File: src/rtl/mips_isa_pkg.sv
// MIPS ISA subset shared by the loader-side encoder and the core decoder.
// Mnemonic codes, opcode/funct values and word-packing helpers.
package mips_isa_pkg;

    typedef enum logic [4:0] {
        MN_ADD  = 5'd0,
        MN_SUB  = 5'd1,
        MN_AND  = 5'd2,
        MN_OR   = 5'd3,
        MN_SLT  = 5'd4,
        MN_SRL  = 5'd5,
        MN_XOR  = 5'd6,
        MN_JR   = 5'd7,
        MN_JALR = 5'd8,
        MN_LW   = 5'd9,
        MN_SW   = 5'd10,
        MN_BEQ  = 5'd11,
        MN_BNE  = 5'd12,
        MN_J    = 5'd13,
        MN_JAL  = 5'd14,
        MN_ADDI = 5'd15,
        MN_ANDI = 5'd16,
        MN_ORI  = 5'd17,
        MN_XORI = 5'd18,
        MN_SLTI = 5'd19,
        MN_LUI  = 5'd20
    } mnemonic_e;

    localparam logic [5:0] OP_RTYPE = 6'h00;
    localparam logic [5:0] OP_J     = 6'h02;
    localparam logic [5:0] OP_JAL   = 6'h03;
    localparam logic [5:0] OP_BEQ   = 6'h04;
    localparam logic [5:0] OP_BNE   = 6'h05;
    localparam logic [5:0] OP_ADDI  = 6'h08;
    localparam logic [5:0] OP_SLTI  = 6'h0A;
    localparam logic [5:0] OP_ANDI  = 6'h0C;
    localparam logic [5:0] OP_ORI   = 6'h0D;
    localparam logic [5:0] OP_XORI  = 6'h0E;
    localparam logic [5:0] OP_LUI   = 6'h0F;
    localparam logic [5:0] OP_LW    = 6'h23;
    localparam logic [5:0] OP_SW    = 6'h2B;

    localparam logic [5:0] FN_SRL  = 6'h02;
    localparam logic [5:0] FN_JR   = 6'h08;
    localparam logic [5:0] FN_JALR = 6'h09;
    localparam logic [5:0] FN_ADD  = 6'h20;
    localparam logic [5:0] FN_SUB  = 6'h22;
    localparam logic [5:0] FN_AND  = 6'h24;
    localparam logic [5:0] FN_OR   = 6'h25;
    localparam logic [5:0] FN_XOR  = 6'h26;
    localparam logic [5:0] FN_SLT  = 6'h2A;

    function automatic logic [31:0] r_word(
        input logic [4:0] rs,
        input logic [4:0] rt,
        input logic [4:0] rd,
        input logic [4:0] sh,
        input logic [5:0] fn
    );
        return {OP_RTYPE, rs, rt, rd, sh, fn};
    endfunction

    function automatic logic [31:0] i_word(
        input logic [5:0]  op,
        input logic [4:0]  rs,
        input logic [4:0]  rt,
        input logic [15:0] imm
    );
        return {op, rs, rt, imm};
    endfunction

    function automatic logic [31:0] j_word(
        input logic [5:0]  op,
        input logic [25:0] idx
    );
        return {op, idx};
    endfunction

endpackage

File: src/rtl/instr_field_pack.sv
// Combinational packer: mnemonic, fields and slot PC to a MIPS word.
// Also resolves branch/jump targets and reports encoding errors.
module instr_field_pack
    import mips_isa_pkg::*;
(
    input  logic [4:0]  mn_i,
    input  logic [4:0]  rs_i,
    input  logic [4:0]  rt_i,
    input  logic [4:0]  rd_i,
    input  logic [4:0]  shamt_i,
    input  logic [15:0] imm_i,
    input  logic [31:0] target_i,
    input  logic [31:0] pc_i,
    output logic [31:0] word_o,
    output logic        err_op_o,
    output logic        err_range_o
);

    logic [31:0] pc4;
    logic [31:0] diff;
    logic [31:0] off;
    logic        misalign;
    logic        br_err;
    logic        j_err;

    assign pc4      = pc_i + 32'd4;
    assign diff     = target_i - pc4;
    assign off      = 32'($signed(diff) >>> 2);
    assign misalign = target_i[1:0] != 2'b00;

    // Offset fits in 16 bits only if bits 31..15 are all sign copies
    assign br_err = (off[31:15] != {17{off[31]}}) | misalign;
    assign j_err  = (target_i[31:28] != pc4[31:28]) | misalign;

    always_comb begin
        word_o      = '0;
        err_op_o    = 1'b0;
        err_range_o = 1'b0;
        case (mn_i)
            MN_ADD:  word_o = r_word(rs_i, rt_i, rd_i, 5'd0, FN_ADD);
            MN_SUB:  word_o = r_word(rs_i, rt_i, rd_i, 5'd0, FN_SUB);
            MN_AND:  word_o = r_word(rs_i, rt_i, rd_i, 5'd0, FN_AND);
            MN_OR:   word_o = r_word(rs_i, rt_i, rd_i, 5'd0, FN_OR);
            MN_SLT:  word_o = r_word(rs_i, rt_i, rd_i, 5'd0, FN_SLT);
            MN_SRL:  word_o = r_word(5'd0, rt_i, rd_i, shamt_i, FN_SRL);
            MN_XOR:  word_o = r_word(rs_i, rt_i, rd_i, 5'd0, FN_XOR);
            MN_JR:   word_o = r_word(rs_i, 5'd0, 5'd0, 5'd0, FN_JR);
            MN_JALR: word_o = r_word(rs_i, rt_i, rd_i, 5'd0, FN_JALR);
            MN_LW:   word_o = i_word(OP_LW, rs_i, rt_i, imm_i);
            MN_SW:   word_o = i_word(OP_SW, rs_i, rt_i, imm_i);
            MN_BEQ: begin
                word_o      = i_word(OP_BEQ, rs_i, rt_i, off[15:0]);
                err_range_o = br_err;
            end
            MN_BNE: begin
                word_o      = i_word(OP_BNE, rs_i, rt_i, off[15:0]);
                err_range_o = br_err;
            end
            MN_J: begin
                word_o      = j_word(OP_J, target_i[27:2]);
                err_range_o = j_err;
            end
            MN_JAL: begin
                word_o      = j_word(OP_JAL, target_i[27:2]);
                err_range_o = j_err;
            end
            MN_ADDI: word_o = i_word(OP_ADDI, rs_i, rt_i, imm_i);
            MN_ANDI: word_o = i_word(OP_ANDI, rs_i, rt_i, imm_i);
            MN_ORI:  word_o = i_word(OP_ORI, rs_i, rt_i, imm_i);
            MN_XORI: word_o = i_word(OP_XORI, rs_i, rt_i, imm_i);
            MN_SLTI: word_o = i_word(OP_SLTI, rs_i, rt_i, imm_i);
            MN_LUI:  word_o = i_word(OP_LUI, 5'd0, rt_i, imm_i);
            default: err_op_o = 1'b1;
        endcase
    end

endmodule

File: src/rtl/instr_encoder.sv
// Loader-side MIPS encoder: accepts symbolic instructions and writes
// encoded words to sequential instruction-memory addresses.
module instr_encoder
    import mips_isa_pkg::*;
#(
    parameter int          ADDR_W    = 8,
    parameter logic [31:0] TEXT_BASE = 32'h0000_0000
) (
    input  logic              clk,
    input  logic              rst_n,
    input  logic              base_load,
    input  logic [ADDR_W-1:0] base_addr,
    input  logic              in_valid,
    output logic              in_ready,
    input  logic [4:0]        in_mn,
    input  logic [4:0]        in_rs,
    input  logic [4:0]        in_rt,
    input  logic [4:0]        in_rd,
    input  logic [4:0]        in_shamt,
    input  logic [15:0]       in_imm,
    input  logic [31:0]       in_target,
    output logic              wr_en,
    input  logic              wr_ready,
    output logic [ADDR_W-1:0] wr_addr,
    output logic [31:0]       wr_data,
    output logic              full,
    output logic              err_op,
    output logic              err_range
);

    localparam logic [ADDR_W-1:0] LAST = '1;

    logic [ADDR_W-1:0] cnt_q, cnt_d;
    logic [ADDR_W-1:0] wr_addr_q, wr_addr_d;
    logic [31:0]       wr_data_q, wr_data_d;
    logic              wr_en_q, wr_en_d;
    logic              full_q, full_d;
    logic              err_op_q, err_op_d;
    logic              err_rng_q, err_rng_d;

    logic [ADDR_W-1:0] slot;
    logic [31:0]       slot_pc;
    logic [31:0]       pk_word;
    logic              pk_err_op;
    logic              pk_err_rng;
    logic              fire;
    logic              done;

    assign in_ready = !base_load & !full_q & (!wr_en_q | wr_ready);
    assign fire     = in_valid & in_ready;
    assign done     = wr_en_q & wr_ready;

    // Counter only moves on completion, so an accept that overlaps
    // a completing write lands one slot past the counter.
    assign slot    = wr_en_q ? cnt_q + ADDR_W'(1) : cnt_q;
    assign slot_pc = TEXT_BASE + (32'(slot) << 2);

    instr_field_pack u_pack (
        .mn_i        (in_mn),
        .rs_i        (in_rs),
        .rt_i        (in_rt),
        .rd_i        (in_rd),
        .shamt_i     (in_shamt),
        .imm_i       (in_imm),
        .target_i    (in_target),
        .pc_i        (slot_pc),
        .word_o      (pk_word),
        .err_op_o    (pk_err_op),
        .err_range_o (pk_err_rng)
    );

    always_comb begin
        cnt_d     = cnt_q;
        wr_addr_d = wr_addr_q;
        wr_data_d = wr_data_q;
        wr_en_d   = wr_en_q;
        full_d    = full_q;
        err_op_d  = err_op_q;
        err_rng_d = err_rng_q;
        if (base_load) begin
            cnt_d     = base_addr;
            wr_en_d   = 1'b0;
            full_d    = 1'b0;
            err_op_d  = 1'b0;
            err_rng_d = 1'b0;
        end else begin
            if (done) begin
                cnt_d   = cnt_q + ADDR_W'(1);
                wr_en_d = 1'b0;
                if (cnt_q == LAST) begin
                    full_d = 1'b1;
                end
            end
            if (fire) begin
                if (pk_err_op) begin
                    err_op_d = 1'b1;
                end else begin
                    wr_en_d   = 1'b1;
                    wr_addr_d = slot;
                    wr_data_d = pk_word;
                    if (pk_err_rng) begin
                        err_rng_d = 1'b1;
                    end
                end
            end
        end
    end

    always_ff @(posedge clk or negedge rst_n) begin
        if (!rst_n) begin
            cnt_q     <= '0;
            wr_addr_q <= '0;
            wr_data_q <= '0;
            wr_en_q   <= 1'b0;
            full_q    <= 1'b0;
            err_op_q  <= 1'b0;
            err_rng_q <= 1'b0;
        end else begin
            cnt_q     <= cnt_d;
            wr_addr_q <= wr_addr_d;
            wr_data_q <= wr_data_d;
            wr_en_q   <= wr_en_d;
            full_q    <= full_d;
            err_op_q  <= err_op_d;
            err_rng_q <= err_rng_d;
        end
    end

    assign wr_en     = wr_en_q;
    assign wr_addr   = wr_addr_q;
    assign wr_data   = wr_data_q;
    assign full      = full_q;
    assign err_op    = err_op_q;
    assign err_range = err_rng_q;

endmodule

File: config.mk
export PLATFORM = sky130hd
export DESIGN_NAME = instr_encoder
export DESIGN_NICKNAME = d
export VERILOG_FILES = /design/src/rtl/mips_isa_pkg.sv /design/src/rtl/instr_field_pack.sv /design/src/rtl/instr_encoder.sv
export SDC_FILE = /design/constraint.sdc
export NUM_CORES = 1
export LEC_CHECK = 0
export CORE_MARGIN = 3
export CORE_UTILIZATION = 48
export CTS_BUF_LIST = sky130_fd_sc_hd__clkbuf_8
export DETAILED_ROUTE_END_ITERATION = 8
export GPL_TIMING_DRIVEN = 0
export HOLD_SLACK_MARGIN = 0.06
export PLACE_DENSITY = 0.9
export REMOVE_ABC_BUFFERS = 1
export SETUP_SLACK_MARGIN = 0.5
export SKIP_CTS_REPAIR_TIMING = 1
export SLEW_MARGIN = 5
export SYNTH_ARGS = -nofsm -noshare
export SYNTH_HDL_FRONTEND = slang
export SYNTH_SLANG_ARGS = --single-unit
File: constraint.sdc
create_clock -name clk -period 5.09 [get_ports clk]
set_input_delay 0.509 -clock clk [delete_from_list [all_inputs] [get_ports clk]]
set_output_delay 0.509 -clock clk [all_outputs]
set_load 0.02 [all_outputs]
==> metrics.md <==
| Metric | Value |
|---|---|
| Status | `complete, no violations` |
| First-pass GRT wire length | `20.00 mm` |
| Total track usage | `25.42%` |
| Cell Area, Synth | `3981 sq um` |
| RSZ-0062 raised after global routing | `no` |
| Post-synthesis async set-or-reset flop share | `100.0%` |
| Worst path cell trace | `ha_2 > nand4_1 > xor2_1 > nor2_1 > nand4_1 > or3_1 > ha_2 > and4_1 > a21o_2 > or4_4 > o41ai_2 > nand3_1 > a2111oi_0 > and3_1 > a32oi_1` |
| Tcrit/Tclk final | `86.85%` |
| Min Clock Period, post-route | `4.421 ns` |
| Final hold vios | `0` |
| Drt first pass iters | `5` |
| # setup viols final | `0` |
| CTS Buf Count | `5` |
| Starting Density | `50.48%` |
| Dominant cells by area after synthesis | `dfrtp_1, nor2_1, xnor2_1` |
| Dpl hpwl | `9.170 mm` |
| Rows | `32` |
| Worst Path Required | `5.27 ns` |
| ANT cells | `0` |
| Fmax | `226.2 MHz` |
| Layout cell share with drive strength beyond 1 | `6.755%` |
| Pins over their slew limit | `0` |
| FF+latch count, synth | `51` |
| Slew at the pin with the worst max-slew slack | `1.118 ns` |
| Leakage | `2.090 nW` |
| Cell with the most instances after synthesis | `nor2_1` |
| Critical path's top delay family | `simple AND/OR/NAND/NOR gates` |
| DRC errors left | `0` |
| Synth area leader | `dfrtp_1` |
| Total Routed Length | `12.27 mm` |
| Post-Syn Area per Cell | `8.027 sq um` |
| Vias in the first global route | `4235` |
| Via density | `6.011` |
| CP peak stage delay | `0.62 ns` |
| Crit path DAT | `4.60 ns` |
| DR vias | `4262` |
| Crit path buffers/inverters | `0` |
| Distinct cell type count after synthesis | `69` |
| Die ar. | `9424 sq um` |
| Slew headroom | `24.94%` |
| Setup crit start kind | `register` |
| Worst setup EP type | `register` |
| Post-Synthesis Cells | `496` |
| Post-Place Worst Slack | `0.4298 ns` |
| Htree depth | `2` |
| Pwr dens | `250.2 nW/um^2` |
| Setup TNS | `0 ns` |
| Fin Clk Skew | `0.002938 ns` |
| Peak supply drop | `0.1427 mV` |
| Synth warn | `0` |
| GPL Wtd Cong | `0.9266` |
| Sequential area share after synthesis | `32.06%` |
| Grt total ovfl | `0` |
| Post-synth top flop | `dfrtp_1` |
| Post-synth EDFFs | `0` |
| Post-synth top cells | `nor2_1, nand2_1, dfrtp_1` |
| Initial DRC Count | `273` |
| Crit path kind | `reg2reg` |
| Largest net degree at the start of global routing | `41` |
| Core area | `7888 sq um` |
| PnR worst setup slack | `0.6692 ns` |
| Layout area overhead | `35.67%` |
| Final net count | `704` |
| Average wire per standard cell | `17.30 microns` |
| Worst hold path class | `in2async` |
| Die X | `97.08 microns` |
| Worst-path clk slew | `0.09 ns` |
| Max FO, Critical Path | `10` |
| Number of port buffers | `129` |
| Die H | `97.08 microns` |
| Root buf cell | `clkbuf_8` |
| Share of the synthesized area in the top cell type | `32.06%` |
| Max Cap Violations | `0` |
| Slowest CP cell | `or4_4` |
| Clock Sinks | `51` |
| I/O pin count | `131` |
| Worst-Skew Late Latency | `0.31 ns` |
| CTS tree | `built` |
| Clock Path Buffers | `2` |
| Initial antenna violation count | `0` |
| Routed Antenna Nets | `0` |
==> worst paths after layout <==
path                             start     endpoint  slack (ns)  cells after the start
setup / recovery              cnt_q[0]    err_range        0.67                     15
hold / removal                   rst_n  wr_data[22]        0.14                      1
setup reg to reg              cnt_q[0]    err_range        0.67                     15
hold reg to reg            wr_data[31]  wr_data[31]        0.48                      2
max in group asynchronous        rst_n     cnt_q[0]        4.40                      2
min in group clk           wr_data[31]  wr_data[31]        0.48                      2
==> layout make-up <==
| cell class | count | area, sq um |
|---|---|---|
| sequential | 51 | 1279 |
| multi-input combinational | 404 | 2540 |
| clock buffer | 5 | 68.82 |
| timing repair buffer | 134 | 1336 |
| tap | 102 | 127.6 |
| clock inverter | 3 | 12.51 |
| fill | 657 | 2486 |
| inverter | 10 | 37.54 |
==> layout by cell type (no fill, tap or decap), drive strengths merged, types with 11 or more instances in the layout <==
master,Yosys,final
a221oi,17,17
clkdlybuf4s50,0,128
nor3,14,14
nand2,59,59
dfrtp,51,51
inv,10,12
nor2,71,71
xnor2,27,27
ha,11,11
a31oi,12,12
a21oi,20,20
xor2,15,15
nand3,15,15
o21ai,40,40
==> sequential cells by signal, indices dropped and copies added, names as in the netlist <==
name	count
wr_data	31
cnt_q	8
wr_addr	8
err_op	1
err_range	1
full	1
wr_en	1
==> per-layer routing <==
| layer | wire length (microns) | track usage, % |
|---|---|---|
| met1 | 5172 | 32.38 |
| met2 | 5925 | 43.37 |
| met3 | 789 | 3.877 |
| met4 | 379 | 9.827 |
| met5 | 0 | 0 |
==> through the flow <==
| stage | total power, mW | hold slack (ns) | area (sq um) | std cells | util, % |
|---|---|---|---|---|---|
| finish | 1.351 | 0.1400 | 5401 | 709 | 68.48 |
| global route | 1.425 | 0.1658 | 5401 | 709 | 68.48 |
| CTS | 1.347 | 0.1475 | 5325 | 705 | 67.51 |
| detailed placement | 1.117 | 0.4636 | 5244 | 697 | 66.48 |
| global placement | 1.096 | 0.4579 | 5216 | 696 | 66.13 |
| floorplan | 0.8250 | 0.2134 | 3797 | 465 | - |
==> power breakdown <==
part           leakage, nW  switching, mW  internal, mW  total, mW
logic                 1.42          0.317         0.288      0.605
registers            0.622         0.0439         0.473      0.517
clock network       0.0505          0.137        0.0930      0.230
total                 2.09          0.497         0.854       1.35
==> cell families (layout without fill, tap and decap cells) <==
logic type               after synthesis  in the layout  share of synthesized area [%]
XOR/XNOR                              42             42                          9.240
flip-flops                            51             51                          32.06
AND/OR/NAND/NOR                      209            209                          24.92
multiplexers                           2              2                         0.5342
AO/OA/AOI/OAI                        138            138                          23.63
buffers and inverters                 41            152                          5.562
adder cells (fa/ha/maj)               12             12                          3.960
other                                  1              1                        0.09419
Note: power is estimated with default switching activity, not from simulation.
